--- config.mk ---
export PLATFORM = sky130hd
export DESIGN_NAME = sweep_sequencer
export DESIGN_NICKNAME = d
export VERILOG_FILES = /design/src/rtl/sweep_sequencer_pkg.sv /design/src/rtl/sweep_sequencer_peak_tracker.sv /design/src/rtl/sweep_sequencer.sv
export SDC_FILE = /design/constraint.sdc
export NUM_CORES = 1
export LEC_CHECK = 0
export ABC_AREA = 1
export CAP_MARGIN = 10
export CORE_MARGIN = 2
export CORE_UTILIZATION = 40
export DETAILED_ROUTE_END_ITERATION = 6
export GPL_ROUTABILITY_DRIVEN = 1
export PLACE_DENSITY_LB_ADDON = 0.3
export SYNTH_ARGS = -nofsm -noshare
export SYNTH_HDL_FRONTEND = slang
export SYNTH_SLANG_ARGS = --single-unit
--- constraint.sdc ---
create_clock -name CLK -period 14.1 [get_ports CLK]
set_clock_uncertainty 0.15 [all_clocks]
set_input_delay 4.23 -clock CLK [delete_from_list [all_inputs] [get_ports CLK]]
set_output_delay 4.23 -clock CLK [all_outputs]
set_load 0.02 [all_outputs]
--- src/rtl/sweep_sequencer_pkg.sv ---
// Shared types and constants for the solar tracker sweep scheduler.
// Latency: n/a (types, constants and pure helper functions only).
// Backpressure: n/a.
package sweep_sequencer_pkg;

    localparam int POS_W = 32;

    // Direction codes shared with servo_driver (btn1 = CW, btn0 = CCW).
    localparam logic [1:0] DIR_STOP = 2'b00;
    localparam logic [1:0] DIR_CCW  = 2'b01;
    localparam logic [1:0] DIR_CW   = 2'b10;

    typedef enum logic [2:0] {
        IDLE     = 3'd0,
        H_HOME   = 3'd1,
        H_SWEEP  = 3'd2,
        H_RETURN = 3'd3,
        V_HOME   = 3'd4,
        V_SWEEP  = 3'd5,
        V_RETURN = 3'd6,
        DONE     = 3'd7
    } state_t;

    // States in which a servo is being commanded and the phase timeout applies.
    function automatic logic is_motion(input state_t s);
        return (s != IDLE) && (s != DONE);
    endfunction

    function automatic logic is_h_phase(input state_t s);
        return (s == H_HOME) || (s == H_SWEEP) || (s == H_RETURN);
    endfunction

    function automatic logic is_v_phase(input state_t s);
        return (s == V_HOME) || (s == V_SWEEP) || (s == V_RETURN);
    endfunction

    // Horizontal servo direction requested while in state s.
    function automatic logic [1:0] h_dir_of(input state_t s);
        logic [1:0] d;
        d = DIR_STOP;
        case (s)
            H_HOME, H_RETURN: d = DIR_CCW;
            H_SWEEP:          d = DIR_CW;
            default:          d = DIR_STOP;
        endcase
        return d;
    endfunction

    // Vertical servo direction requested while in state s.
    function automatic logic [1:0] v_dir_of(input state_t s);
        logic [1:0] d;
        d = DIR_STOP;
        case (s)
            V_HOME, V_RETURN: d = DIR_CCW;
            V_SWEEP:          d = DIR_CW;
            default:          d = DIR_STOP;
        endcase
        return d;
    endfunction

endpackage

--- src/rtl/sweep_sequencer_peak_tracker.sv ---
// Running-maximum tracker: keeps the largest light sample and the position it was seen at.
// Latency: best_val/best_pos update on the edge that samples valid/clear; best_pos_nxt is the combinational next value.
// Backpressure: none; every valid sample is consumed in its cycle.
//
// Ports:
//   CLK, RST          clock, asynchronous active-high reset
//   clear             load best_val = 0, best_pos = position (wins over valid)
//   valid, data       light sample strobe and value
//   position          position paired with the sample
//   best_val/best_pos registered peak and its position
//   best_pos_nxt      value best_pos takes at the next edge
module sweep_sequencer_peak_tracker
    import sweep_sequencer_pkg::*;
#(
    parameter int LIGHT_W = 12
) (
    input  logic               CLK,
    input  logic               RST,
    input  logic               clear,
    input  logic               valid,
    input  logic [LIGHT_W-1:0] data,
    input  logic [POS_W-1:0]   position,
    output logic [LIGHT_W-1:0] best_val,
    output logic [POS_W-1:0]   best_pos,
    output logic [POS_W-1:0]   best_pos_nxt
);

    logic [LIGHT_W-1:0] best_val_nxt;
    logic               hit;

    // Strictly greater: on a tie the earlier position is kept.
    assign hit = valid && (data > best_val);

    always_comb begin
        best_val_nxt = best_val;
        best_pos_nxt = best_pos;
        if (clear) begin
            best_val_nxt = '0;
            best_pos_nxt = position;
        end else if (hit) begin
            best_val_nxt = data;
            best_pos_nxt = position;
        end
    end

    always_ff @(posedge CLK or posedge RST) begin
        if (RST) begin
            best_val <= '0;
            best_pos <= '0;
        end else begin
            best_val <= best_val_nxt;
            best_pos <= best_pos_nxt;
        end
    end

endmodule

--- src/rtl/sweep_sequencer.sv ---
// Sweep scheduler: home -> sweep -> return for H then V, tracking the brightest position of each axis.
// Latency: all outputs registered from next-state decode; one cycle from exit condition to new state/outputs.
// Backpressure: none; START ignored while busy, ABORT always wins and releases all motion.
//
// Ports:
//   CLK, RST                       100 MHz clock, asynchronous active-high reset
//   START, ABORT                   scan request (IDLE only) / immediate return to IDLE
//   light_valid, light_data        light sample strobe and value
//   h_/v_position, h_/v_limit      axis PWM high time and limit flag
//   h_/v_btn0, h_/v_btn1, h_/v_es  CCW request, CW request, axis enable
//   busy, done, timeout_err        not-IDLE, completion pulse, sticky phase timeout
//   h_best, v_best, best_light     captured best positions and last axis peak light
module sweep_sequencer
    import sweep_sequencer_pkg::*;
#(
    parameter logic [POS_W-1:0] POS_MIN     = 32'd5000,
    parameter logic [POS_W-1:0] POS_MAX     = 32'd25000,
    parameter int               LIGHT_W     = 12,
    parameter logic [POS_W-1:0] TIMEOUT_CYC = 32'd200_000_000
) (
    input  logic               CLK,
    input  logic               RST,
    input  logic               START,
    input  logic               ABORT,
    input  logic               light_valid,
    input  logic [LIGHT_W-1:0] light_data,
    input  logic [POS_W-1:0]   h_position,
    input  logic [POS_W-1:0]   v_position,
    input  logic               h_limit,
    input  logic               v_limit,
    output logic               h_btn0,
    output logic               h_btn1,
    output logic               v_btn0,
    output logic               v_btn1,
    output logic               h_es,
    output logic               v_es,
    output logic               busy,
    output logic               done,
    output logic               timeout_err,
    output logic [POS_W-1:0]   h_best,
    output logic [POS_W-1:0]   v_best,
    output logic [LIGHT_W-1:0] best_light
);

    // The phase ends on the edge where the counter has already counted
    // TIMEOUT_CYC-1, so a stuck phase occupies exactly TIMEOUT_CYC cycles.
    localparam logic [POS_W-1:0] CNT_LAST = TIMEOUT_CYC - 32'd1;

    state_t           state;
    state_t           next_state;
    logic [POS_W-1:0] phase_cnt;
    logic             timeout_hit;

    logic             trk_clear;
    logic             trk_valid;
    logic [POS_W-1:0] trk_pos_in;
    logic [POS_W-1:0] trk_best_pos;
    logic [POS_W-1:0] trk_best_pos_nxt;
    logic             h_load;
    logic             v_load;
    logic [1:0]       h_dir_nxt;
    logic [1:0]       v_dir_nxt;

    // ------------------------------------------------------------------
    // Next-state decode
    // ------------------------------------------------------------------
    always_comb begin
        next_state  = state;
        timeout_hit = 1'b0;

        case (state)
            IDLE:     if (START)                                next_state = H_HOME;
            H_HOME:   if (h_position <= POS_MIN)                next_state = H_SWEEP;
            H_SWEEP:  if (h_limit || (h_position >= POS_MAX))   next_state = H_RETURN;
            // The tracker still holds the H result here, so its position is h_best.
            H_RETURN: if (h_position <= trk_best_pos)           next_state = V_HOME;
            V_HOME:   if (v_position <= POS_MIN)                next_state = V_SWEEP;
            V_SWEEP:  if (v_limit || (v_position >= POS_MAX))   next_state = V_RETURN;
            V_RETURN: if (v_position <= trk_best_pos)           next_state = DONE;
            DONE:                                               next_state = IDLE;
            default:                                            next_state = IDLE;
        endcase

        // A normal exit taken on the same edge beats the timeout.
        if (is_motion(state) && (next_state == state) && (phase_cnt >= CNT_LAST)) begin
            next_state  = IDLE;
            timeout_hit = 1'b1;
        end

        if (ABORT) begin
            next_state  = IDLE;
            timeout_hit = 1'b0;
        end
    end

    assign h_dir_nxt = h_dir_of(next_state);
    assign v_dir_nxt = v_dir_of(next_state);

    // ------------------------------------------------------------------
    // Peak tracking, shared between axes
    // ------------------------------------------------------------------
    assign trk_clear  = ((next_state == H_SWEEP) && (state != H_SWEEP)) ||
                        ((next_state == V_SWEEP) && (state != V_SWEEP));
    // Sampling is keyed on the current state, so a sample arriving on the
    // sweep's exit edge is still taken.
    assign trk_valid  = light_valid && ((state == H_SWEEP) || (state == V_SWEEP));
    assign trk_pos_in = is_h_phase(state) ? h_position : v_position;

    // Axis best registers follow the tracker's next value while that axis sweeps,
    // so they are current on the first cycle of the RETURN phase.
    assign h_load = is_h_phase(state) && (trk_clear || (state == H_SWEEP));
    assign v_load = is_v_phase(state) && (trk_clear || (state == V_SWEEP));

    sweep_sequencer_peak_tracker #(
        .LIGHT_W (LIGHT_W)
    ) peak_tracker (
        .CLK          (CLK),
        .RST          (RST),
        .clear        (trk_clear),
        .valid        (trk_valid),
        .data         (light_data),
        .position     (trk_pos_in),
        .best_val     (best_light),
        .best_pos     (trk_best_pos),
        .best_pos_nxt (trk_best_pos_nxt)
    );

    // ------------------------------------------------------------------
    // State, counter and registered outputs
    // ------------------------------------------------------------------
    always_ff @(posedge CLK or posedge RST) begin
        if (RST) begin
            state       <= IDLE;
            phase_cnt   <= '0;
            h_btn0      <= 1'b0;
            h_btn1      <= 1'b0;
            v_btn0      <= 1'b0;
            v_btn1      <= 1'b0;
            h_es        <= 1'b0;
            v_es        <= 1'b0;
            busy        <= 1'b0;
            done        <= 1'b0;
            timeout_err <= 1'b0;
            h_best      <= '0;
            v_best      <= '0;
        end else begin
            state <= next_state;

            if (next_state != state) begin
                phase_cnt <= '0;
            end else if (phase_cnt != '1) begin
                phase_cnt <= phase_cnt + 32'd1;
            end

            h_btn0 <= (h_dir_nxt == DIR_CCW);
            h_btn1 <= (h_dir_nxt == DIR_CW);
            v_btn0 <= (v_dir_nxt == DIR_CCW);
            v_btn1 <= (v_dir_nxt == DIR_CW);
            h_es   <= is_h_phase(next_state);
            v_es   <= is_v_phase(next_state);
            busy   <= (next_state != IDLE);
            done   <= (next_state == DONE);

            if (timeout_hit) begin
                timeout_err <= 1'b1;
            end else if ((state == IDLE) && START && !ABORT) begin
                timeout_err <= 1'b0;
            end

            if (h_load) begin
                h_best <= trk_best_pos_nxt;
            end
            if (v_load) begin
                v_best <= trk_best_pos_nxt;
            end
        end
    end

endmodule

# Word level (Yosys, flattened, before mapping)

Index checks and enable logic that the tools add are counted.

Flip-flop bits (word level): 152
Bits of input ports: 83
Output and inout port bits: 85
Word-level logic and storage cells: 105

Add/sub/neg operators: 1
Magnitude comparators: 8
Equality and inequality tests: 24
Muxes and demuxes: 23
Reductions and logical operators: 34

Operators with widths:

| kind                                                  | count |
|---|---|
| 2-to-1 mux 32 bit                                     | 5 |
| >= comparator 32 x 15 -> 1 bit, second input constant | 2 |
| <= comparator 32 x 13 -> 1 bit, second input constant | 2 |
| <= comparator 32 bit                                  | 2 |
| adder 32 x 1 -> 32 bit, second input constant         | 1 |
| >= comparator 32 x 28 -> 1 bit, second input constant | 1 |
| inequality test 32 bit, second input constant         | 1 |
| 2-to-1 mux 3 bit                                      | 9 |
| equality test 3 bit, second input constant            | 8 |
| 2-to-1 mux 12 bit                                     | 2 |
| one-hot mux 3 bit (8 select lines)                    | 1 |
| logical OR 1 bit                                      | 14 |
| equality test 3 x 2 -> 1 bit, second input constant   | 4 |
| > comparator 12 bit                                   | 1 |
| logical AND 1 bit                                     | 11 |
| one-hot mux 2 bit (2 select lines)                    | 2 |
| equality test 3 x 1 -> 1 bit, second input constant   | 2 |
| inequality test 3 bit, second input constant          | 2 |
| nonzero test 2 bit                                    | 3 |
| nonzero test 3 bit                                    | 2 |
| equality test 2 x 1 -> 1 bit, second input constant   | 2 |
| equality test 2 bit, second input constant            | 2 |
| 2-to-1 mux 1 bit                                      | 4 |
| OR reduction 2 bit                                    | 2 |
| other kinds (5)                                       | 5 |

# Depth between registers and ports, before layout

Depth in word-level cells: 14
Mapped depth: 27
Depth with buffers taken out: 26

# Cells and area by module

A second synthesis with hierarchy kept.

Cell total of the unflattened synthesis: 1323
Area total of the unflattened synthesis: 9618.0 um^2

Modules (own cells, without submodules):

| module                       | instances | cells each | area an instance (um^2) | sequential area each (um^2) |
|---|---|---|---|---|
| sweep_sequencer              | 1         | 1067       | 7455.9                  | 2702.6 |
| sweep_sequencer_peak_tracker | 1         | 256        | 2162.1                  | 1101.1 |

# Least setup slack after synthesis

No wires, ideal clock.

Kind: input to register
Start: input port h_position[31]
End: register h_best[18]
Library setup time: 119 ps
Arrival: 6326 ps
Required time: 13831 ps
Setup slack: 7506 ps
Cell stages on the path: 20
Buffers on the path: 2
Cell sequence: ha_1 -> nand2_1 -> nor2_1 -> nand2_1 -> nor4_2 -> nand2_1 -> nand2_1 -> nand3_2 -> nand4_1 -> nand2_1 -> nand2_4 -> nand2_2 -> nor2_2 -> nand2_4 -> nand2_4 -> inv_2 -> buf_6 -> buf_6 -> nand4_1 -> nand2_1

Word-level cells in the longest chain between the ends: 14
Elaborated cells on any way between the ends: 21
Those cells by class: 3 x order compare; 3 x eq/ne; 7 x mux; 8 x reduce/logical

Ends and longest elaborated chain:

| element                                                             | RTL line                                       | source |
|---|---|---|
| from (decl)                                                         | sweep_sequencer.sv:27                          | `input logic [POS_W-1:0] h_position,` |
| >= comparator 32 x 15 -> 1 bit                                      | sweep_sequencer.sv:74                          | `H_SWEEP: if (h_limit \|\| (h_position >= POS_MAX)) next_state = H_RETURN;` |
| logical OR 1 bit                                                    | sweep_sequencer.sv:74                          |  |
| 2-to-1 mux 3 bit                                                    | sweep_sequencer.sv:74                          |  |
| one-hot mux 3 bit (8 select lines) *                                | sweep_sequencer.sv:71                          | `case (state)` |
| equality test 3 bit                                                 | sweep_sequencer.sv:85                          | `if (is_motion(state) && (next_state == state) && (phase_cnt >= CNT_LAST)) begin` |
| logical AND 1 bit (2 in series)                                     | sweep_sequencer.sv:85                          |  |
| 2-to-1 mux 3 bit *                                                  | sweep_sequencer.sv:85                          |  |
| 2-to-1 mux 3 bit *                                                  | sweep_sequencer.sv:90                          | `if (ABORT) begin` |
| equality test 3 x 2 -> 1 bit or equality test 3 bit (tied branches) | sweep_sequencer.sv:102, sweep_sequencer.sv:103 |  |
| logical AND 1 bit, on equally long branches                         | sweep_sequencer.sv:102, sweep_sequencer.sv:103 |  |
| logical OR 1 bit *                                                  | sweep_sequencer.sv:102                         | `assign trk_clear = ((next_state == H_SWEEP) && (state != H_SWEEP)) \|\|` |
| logical OR 1 bit                                                    | sweep_sequencer.sv:111                         | `assign h_load = is_h_phase(state) && (trk_clear \|\| (state == H_SWEEP));` |
| logical AND 1 bit                                                   | sweep_sequencer.sv:111                         |  |
| to (signal assigned)                                                | sweep_sequencer.sv:171                         | `h_best <= trk_best_pos_nxt;` |
| to (decl)                                                           | sweep_sequencer.sv:40                          | `output logic [POS_W-1:0] h_best,` |

Every way passes the cells marked *; elsewhere a longest branch is shown, timed or not.
A chain may end at the register's enable or synchronous reset.

# Worst setup path in the final report

Start: input port h_position[31]
End: register peak_tracker.best_pos[26]

Word-level cells in the longest chain between the ends: 13
Elaborated cells on any way between the ends: 19
Those cells by class: 3 x order compare; 3 x eq/ne; 7 x mux; 6 x reduce/logical

Ends and longest elaborated chain:

| element                                                             | RTL line                                       | source |
|---|---|---|
| >= comparator 32 x 15 -> 1 bit                                      | sweep_sequencer.sv:74                          |  |
| logical OR 1 bit                                                    | sweep_sequencer.sv:74                          |  |
| 2-to-1 mux 3 bit                                                    | sweep_sequencer.sv:74                          |  |
| one-hot mux 3 bit (8 select lines) *                                | sweep_sequencer.sv:71                          |  |
| equality test 3 bit                                                 | sweep_sequencer.sv:85                          |  |
| logical AND 1 bit (2 in series)                                     | sweep_sequencer.sv:85                          |  |
| 2-to-1 mux 3 bit *                                                  | sweep_sequencer.sv:85                          |  |
| 2-to-1 mux 3 bit *                                                  | sweep_sequencer.sv:90                          |  |
| equality test 3 x 2 -> 1 bit or equality test 3 bit (tied branches) | sweep_sequencer.sv:102, sweep_sequencer.sv:103 |  |
| logical AND 1 bit, on equally long branches                         | sweep_sequencer.sv:102, sweep_sequencer.sv:103 |  |
| logical OR 1 bit *                                                  | sweep_sequencer.sv:102                         |  |
| 2-to-1 mux 32 bit *                                                 | sweep_sequencer_peak_tracker.sv:37             | `if (clear) begin` |
| via peak_tracker.best_pos_nxt[26]                                   | sweep_sequencer_peak_tracker.sv:25             | `output logic [POS_W-1:0] best_pos_nxt` |
| to (signal assigned)                                                | sweep_sequencer_peak_tracker.sv:52             | `best_pos <= best_pos_nxt;` |
| to (decl)                                                           | sweep_sequencer_peak_tracker.sv:24             | `output logic [POS_W-1:0] best_pos,` |

The timed path passes the listed nets; every way through them passes the cells marked *.

==> metrics.txt <==
# TYPE chip_impl_metric gauge
chip_impl_metric{name="timing.hold.worst_path_depth",unit=""} 2
chip_impl_metric{name="die_width",unit="um"} 159.1
chip_impl_metric{name="powerDensity",unit="nW/um^2"} 104.6
chip_impl_metric{name="power.share.switching",unit="%"} 31.75
chip_impl_metric{name="ff2ff_path_depth",unit=""} 20
chip_impl_metric{name="floorplan.die_area",unit="um^2"} 25320
chip_impl_info{name="holdCritStartpoint",value="v_best[4]$_DFFE_PP0P_"} 1
chip_impl_metric{name="postSynthNetCount",unit=""} 1464
chip_impl_metric{name="timing.slew.headroom",unit="%"} 20.83
chip_impl_info{name="layout_commonest_cell",value="sky130_fd_sc_hd__nand2_1"} 1
chip_impl_metric{name="gr-total-overflow",unit=""} 0
chip_impl_metric{name="design.core.area",unit="um^2"} 23540
chip_impl_metric{name="place.gp.congestion",unit=""} 0.9198
chip_impl_metric{name="ys.warnings.count",unit=""} 0
chip_impl_metric{name="avgViaCountPerCell",unit=""} 5.075
chip_impl_metric{name="die_height",unit="um"} 159.1
chip_impl_metric{name="number_of_drc_markers_in_iteration_0",unit=""} 731
chip_impl_metric{name="grt_util_all_layers",unit="%"} 22.21
chip_impl_metric{name="worst-slew-pin-transition",unit="ps"} 1185
chip_impl_metric{name="worst-endpoint-required",unit="ps"} 14280
chip_impl_metric{name="worst_case_vdd_ir_drop",unit="mV"} 0.07821
chip_impl_info{name="critical_path.top_delay_family",value="simple AND/OR/NAND/NOR gates"} 1
chip_impl_metric{name="postSynthRegisterBits",unit=""} 152
chip_impl_metric{name="grt_first_pass_wirelength",unit="um"} 45200
chip_impl_metric{name="cts.htree.levels",unit=""} 4
chip_impl_metric{name="post_route_cells_drive_above_1_share",unit="%"} 5.540
chip_impl_metric{name="cts_hold_buf",unit=""} 0
chip_impl_metric{name="finalCriticalPeriod",unit="ps"} 8496
chip_impl_metric{name="finalInstanceArea",unit="um^2"} 12110
chip_impl_info{name="unrepaired_setup_endpoints_after_global_routing",value="no"} 1
chip_impl_metric{name="wl_per_cell",unit="um"} 15.48
chip_impl_metric{name="dp_slack",unit="ps"} 5242
chip_impl_metric{name="antenna_found_initial",unit=""} 1
chip_impl_metric{name="design.portCount",unit=""} 168
chip_impl_metric{name="cts_setup_buffers",unit=""} 0
chip_impl_metric{name="number_of_cells_in_the_design_after_placement",unit=""} 1749
chip_impl_metric{name="p_clk_share",unit="%"} 36.4
chip_impl_metric{name="clkSinkCount",unit=""} 152
chip_impl_metric{name="synth_area",unit="um^2"} 9624
chip_impl_metric{name="worst-r2r-setup-slack",unit="ps"} 9460
chip_impl_metric{name="timing.final.setup_violations",unit=""} 0
chip_impl_info{name="crit_top_cell",value="sky130_fd_sc_hd__nand2_1"} 1
chip_impl_metric{name="post_cts_repair_resize_count",unit=""} 0
chip_impl_metric{name="remaining_drc_errors",unit=""} 0
chip_impl_info{name="critical_path.endpoint_type",value="register"} 1
chip_impl_metric{name="synth.lib_cells_used.distinct",unit=""} 47
chip_impl_info{name="series_of_cell_instances_along_the_critical_path",value="clkdlybuf4s50_1 > ha_1 > nand2_1 > nor2_1 > nand2_1 > nor4_2 > nand2_1 > nand2_1 > nand2_1 > nand2_1 > nand3_2 > nor2_4 > nand2_4 > nand2_2 > nor2_2 > nand2_4 > nand2_4 > inv_2 > nand2_1 > o21ai_1"} 1
chip_impl_metric{name="crit_path_max_incr_delay",unit="ps"} 860
chip_impl_info{name="hold_endpoint",value="v_best[4]$_DFFE_PP0P_"} 1
chip_impl_metric{name="number_of_rows_created_at_floorplan",unit=""} 56
chip_impl_metric{name="final_critical_path_setup_slack",unit="ps"} 5604
chip_impl_metric{name="num-nets-final",unit=""} 1609
chip_impl_metric{name="cts.clk_slew.worst_paths",unit="ps"} 70
chip_impl_metric{name="synth_async_sr_flop_share",unit="%"} 100.0
chip_impl_metric{name="post_synthesis_to_final_layout_area_growth",unit="%"} 25.79
chip_impl_metric{name="placed_area",unit="um^2"} 11520
chip_impl_metric{name="seq_power_share",unit="%"} 38.8
chip_impl_info{name="yosys_most_used_dff",value="sky130_fd_sc_hd__dfrtp_1"} 1
chip_impl_metric{name="half_perimeter_wire_length_after_placement",unit="um"} 20720
chip_impl_metric{name="cp.arrival",unit="ps"} 8680
chip_impl_metric{name="timing.hold.ws",unit="ps"} 333.8
chip_impl_metric{name="critPathBufInv",unit=""} 2
chip_impl_metric{name="final_cells",unit=""} 1782
chip_impl_metric{name="drtAntennaViolNets",unit=""} 0
chip_impl_metric{name="worstSkewPairLatency",unit="ps"} 430
chip_impl_metric{name="cap_violations",unit=""} 0
chip_impl_info{name="outcome",value="complete, no violations"} 1
chip_impl_info{name="critPathSlowestCell",value="sky130_fd_sc_hd__nand2_1"} 1
chip_impl_metric{name="synthesis.instances",unit=""} 1304
chip_impl_metric{name="synth_seq_area_share",unit="%"} 39.52
chip_impl_info{name="tritoncts_clock_tree",value="built"} 1
chip_impl_metric{name="comb_power_share",unit="%"} 24.8
chip_impl_metric{name="totalWireLength",unit="um"} 27580
chip_impl_info{name="regToRegStartpoint",value="peak_tracker.best_pos[31]$_DFF_PP0_"} 1
chip_impl_metric{name="net_switching",unit="mW"} 0.4022
chip_impl_metric{name="grt_pass1_vias",unit=""} 8652
chip_impl_metric{name="synth_area_per_cell",unit="um^2"} 7.381
chip_impl_metric{name="slew_violations",unit=""} 0
chip_impl_metric{name="largest_net_degree_at_the_start_of_global_routing",unit=""} 81
chip_impl_metric{name="setup_total_negative_slack",unit="ps"} 0
chip_impl_metric{name="worstSetupPathDepth",unit=""} 20
chip_impl_metric{name="fill_cells",unit=""} 2281
chip_impl_metric{name="cellLeakagePower",unit="nW"} 5.972
chip_impl_metric{name="drt_first_pass_iters",unit=""} 5
chip_impl_metric{name="timing_hold_violations_final",unit=""} 0
chip_impl_metric{name="critPathMaxFanout",unit=""} 40
chip_impl_metric{name="initial_utilization",unit="%"} 40.88
chip_impl_info{name="hold_class",value="register to register"} 1
chip_impl_info{name="worst-setup-path-type",value="primary input to register"} 1
chip_impl_metric{name="synth_enable_flop_cells",unit=""} 0
chip_impl_metric{name="cts-root-to-sink-buffers",unit=""} 2
chip_impl_metric{name="p_int",unit="mW"} 0.8646
chip_impl_info{name="layout.cells.most_common_list",value="425 x sky130_fd_sc_hd__nand2_1, 167 x sky130_fd_sc_hd__clkdlybuf4s50_1, 152 x sky130_fd_sc_hd__dfrtp_1"} 1
chip_impl_info{name="worst_r2r_endpoint",value="peak_tracker.best_pos[26]$_DFF_PP0_"} 1
chip_impl_metric{name="count_of_buffers_inserted_at_the_top_level_ports",unit=""} 167
chip_impl_info{name="cts.root.buffer_cell",value="sky130_fd_sc_hd__clkbuf_16"} 1
chip_impl_info{name="critPathLaunchType",value="primary input"} 1
chip_impl_metric{name="route.vias.total",unit=""} 9044
chip_impl_metric{name="cts-buffers-inserted",unit=""} 17
chip_impl_metric{name="timing.fmax",unit="MHz"} 117.7
chip_impl_metric{name="timing.final.crit_share",unit="%"} 60.25
registers in the layout, indices dropped and copies added, names as in the netlist, 3 cells and up:
register,flops
h_best,32
peak_tracker.best_pos,32
peak_tracker.best_val,12
phase_cnt,32
state,3
v_best,32
worst register-to-register path, delay by kind of cell (launching register included):
family	cells	cell delay [ps]
simple gates	16	2760
buf+inv	2	590
compound gates	1	430
flops	1	320
fa+ha+maj	1	300
cells in the mapped netlist, types with 2 or more instances:
| cell type | n | area share [%] |
|---|---|---|
| sky130_fd_sc_hd__buf_1 | 2 | 0.078 |
| sky130_fd_sc_hd__nand4_1 | 51 | 3.3 |
| sky130_fd_sc_hd__a21oi_1 | 40 | 2.1 |
| sky130_fd_sc_hd__a21oi_2 | 2 | 0.18 |
| sky130_fd_sc_hd__buf_4 | 2 | 0.16 |
| sky130_fd_sc_hd__nor2_1 | 131 | 5.1 |
| sky130_fd_sc_hd__nor2_2 | 6 | 0.39 |
| sky130_fd_sc_hd__inv_1 | 124 | 4.8 |
| sky130_fd_sc_hd__o211ai_1 | 20 | 1.6 |
| sky130_fd_sc_hd__ha_1 | 77 | 10 |
| sky130_fd_sc_hd__nand2_2 | 3 | 0.20 |
| sky130_fd_sc_hd__or2_2 | 9 | 0.58 |
| sky130_fd_sc_hd__buf_6 | 2 | 0.23 |
| sky130_fd_sc_hd__a211oi_1 | 2 | 0.16 |
| sky130_fd_sc_hd__nand2_1 | 425 | 17 |
| sky130_fd_sc_hd__nand3_1 | 46 | 2.4 |
| sky130_fd_sc_hd__xor2_1 | 10 | 0.91 |
| sky130_fd_sc_hd__o21ai_0 | 63 | 3.3 |
| sky130_fd_sc_hd__nor4_1 | 4 | 0.26 |
| sky130_fd_sc_hd__o21a_1 | 4 | 0.31 |
| sky130_fd_sc_hd__nand2_4 | 4 | 0.47 |
| sky130_fd_sc_hd__inv_2 | 12 | 0.47 |
| sky130_fd_sc_hd__dfrtp_1 | 152 | 40 |
| sky130_fd_sc_hd__clkbuf_1 | 19 | 0.74 |
| sky130_fd_sc_hd__o21ai_1 | 30 | 1.6 |
| sky130_fd_sc_hd__or2_1 | 3 | 0.20 |
| sky130_fd_sc_hd__nor3_1 | 12 | 0.62 |
| sky130_fd_sc_hd__o22ai_1 | 2 | 0.13 |
| sky130_fd_sc_hd__buf_2 | 20 | 1.0 |
| sky130_fd_sc_hd__nand3_2 | 2 | 0.21 |
| sky130_fd_sc_hd__xnor2_1 | 9 | 0.82 |
kinds of logic after synthesis:
| kind of cell | count (synthesis) | synth area share [%] |
|---|---|---|
| AND/OR/NAND/NOR | 704 | 31.18 |
| XOR/XNOR | 19 | 1.729 |
| flip-flops | 152 | 39.52 |
| adder cells (fa/ha/maj) | 77 | 10.01 |
| buffers and inverters | 182 | 7.592 |
| AO/OA/AOI/OAI | 170 | 9.971 |
layout make-up:
cell class                 instances  area [um^2]  share of cell area [%]
multi-input combinational        970         5095                   42.08
sequential                       152         3804                   31.42
timing repair buffer             171         1702                   14.06
inverter                         137        519.2                   4.289
clock buffer                      19        442.9                   3.659
tap                              319        399.1                   3.297
clock inverter                    13        142.6                   1.178
antenna                            1        2.502                 0.02067
metal layers:
metal | vias up | share of wire, % | GRT usage, %
met4 | 0 | 2.2 | 6.942
li1 | 4522 | - | -
met1 | 4210 | 48 | 31.07
met5 | - | 0 | 0
met3 | 40 | 5.1 | 4.142
met2 | 272 | 45 | 34.96
per-stage QoR:
stage	utilization (%)	power (mW)
global route	51.42	1.343
global placement	48.93	0.8052
finish	51.42	1.267
floorplan	-	0.6870
detailed placement	48.93	0.8111
CTS	51.41	1.276
worst max path at each step:
stage / from / endpoint / slack [ps]
2_1_floorplan: RST / busy$_DFF_PP0_ / 5630
3_3_place_gp: h_position[31] / peak_tracker.best_val[9]$_DFFE_PP0P_ / 5440
3_5_place_dp: h_position[31] / peak_tracker.best_pos[29]$_DFF_PP0_ / 5240
4_1_cts: h_position[31] / peak_tracker.best_pos[19]$_DFF_PP0_ / 5700
5_1_grt: h_position[31] / peak_tracker.best_pos[26]$_DFF_PP0_ / 5270
6_report: h_position[31] / peak_tracker.best_pos[26]$_DFF_PP0_ / 5600
power by group through the flow:
| stage | clock (mW) | sequential [mW] | combinational [mW] |
|---|---|---|---|
| after detailed placement | 0 | 0.498 | 0.313 |
| final | 0.461 | 0.491 | 0.314 |
| after global placement | 0 | 0.499 | 0.307 |
| after floorplan | 0 | 0.514 | 0.173 |
| after CTS | 0.471 | 0.491 | 0.315 |
| after global routing | 0.492 | 0.495 | 0.355 |
No activity file was read; power rests on OpenSTA's default activity.
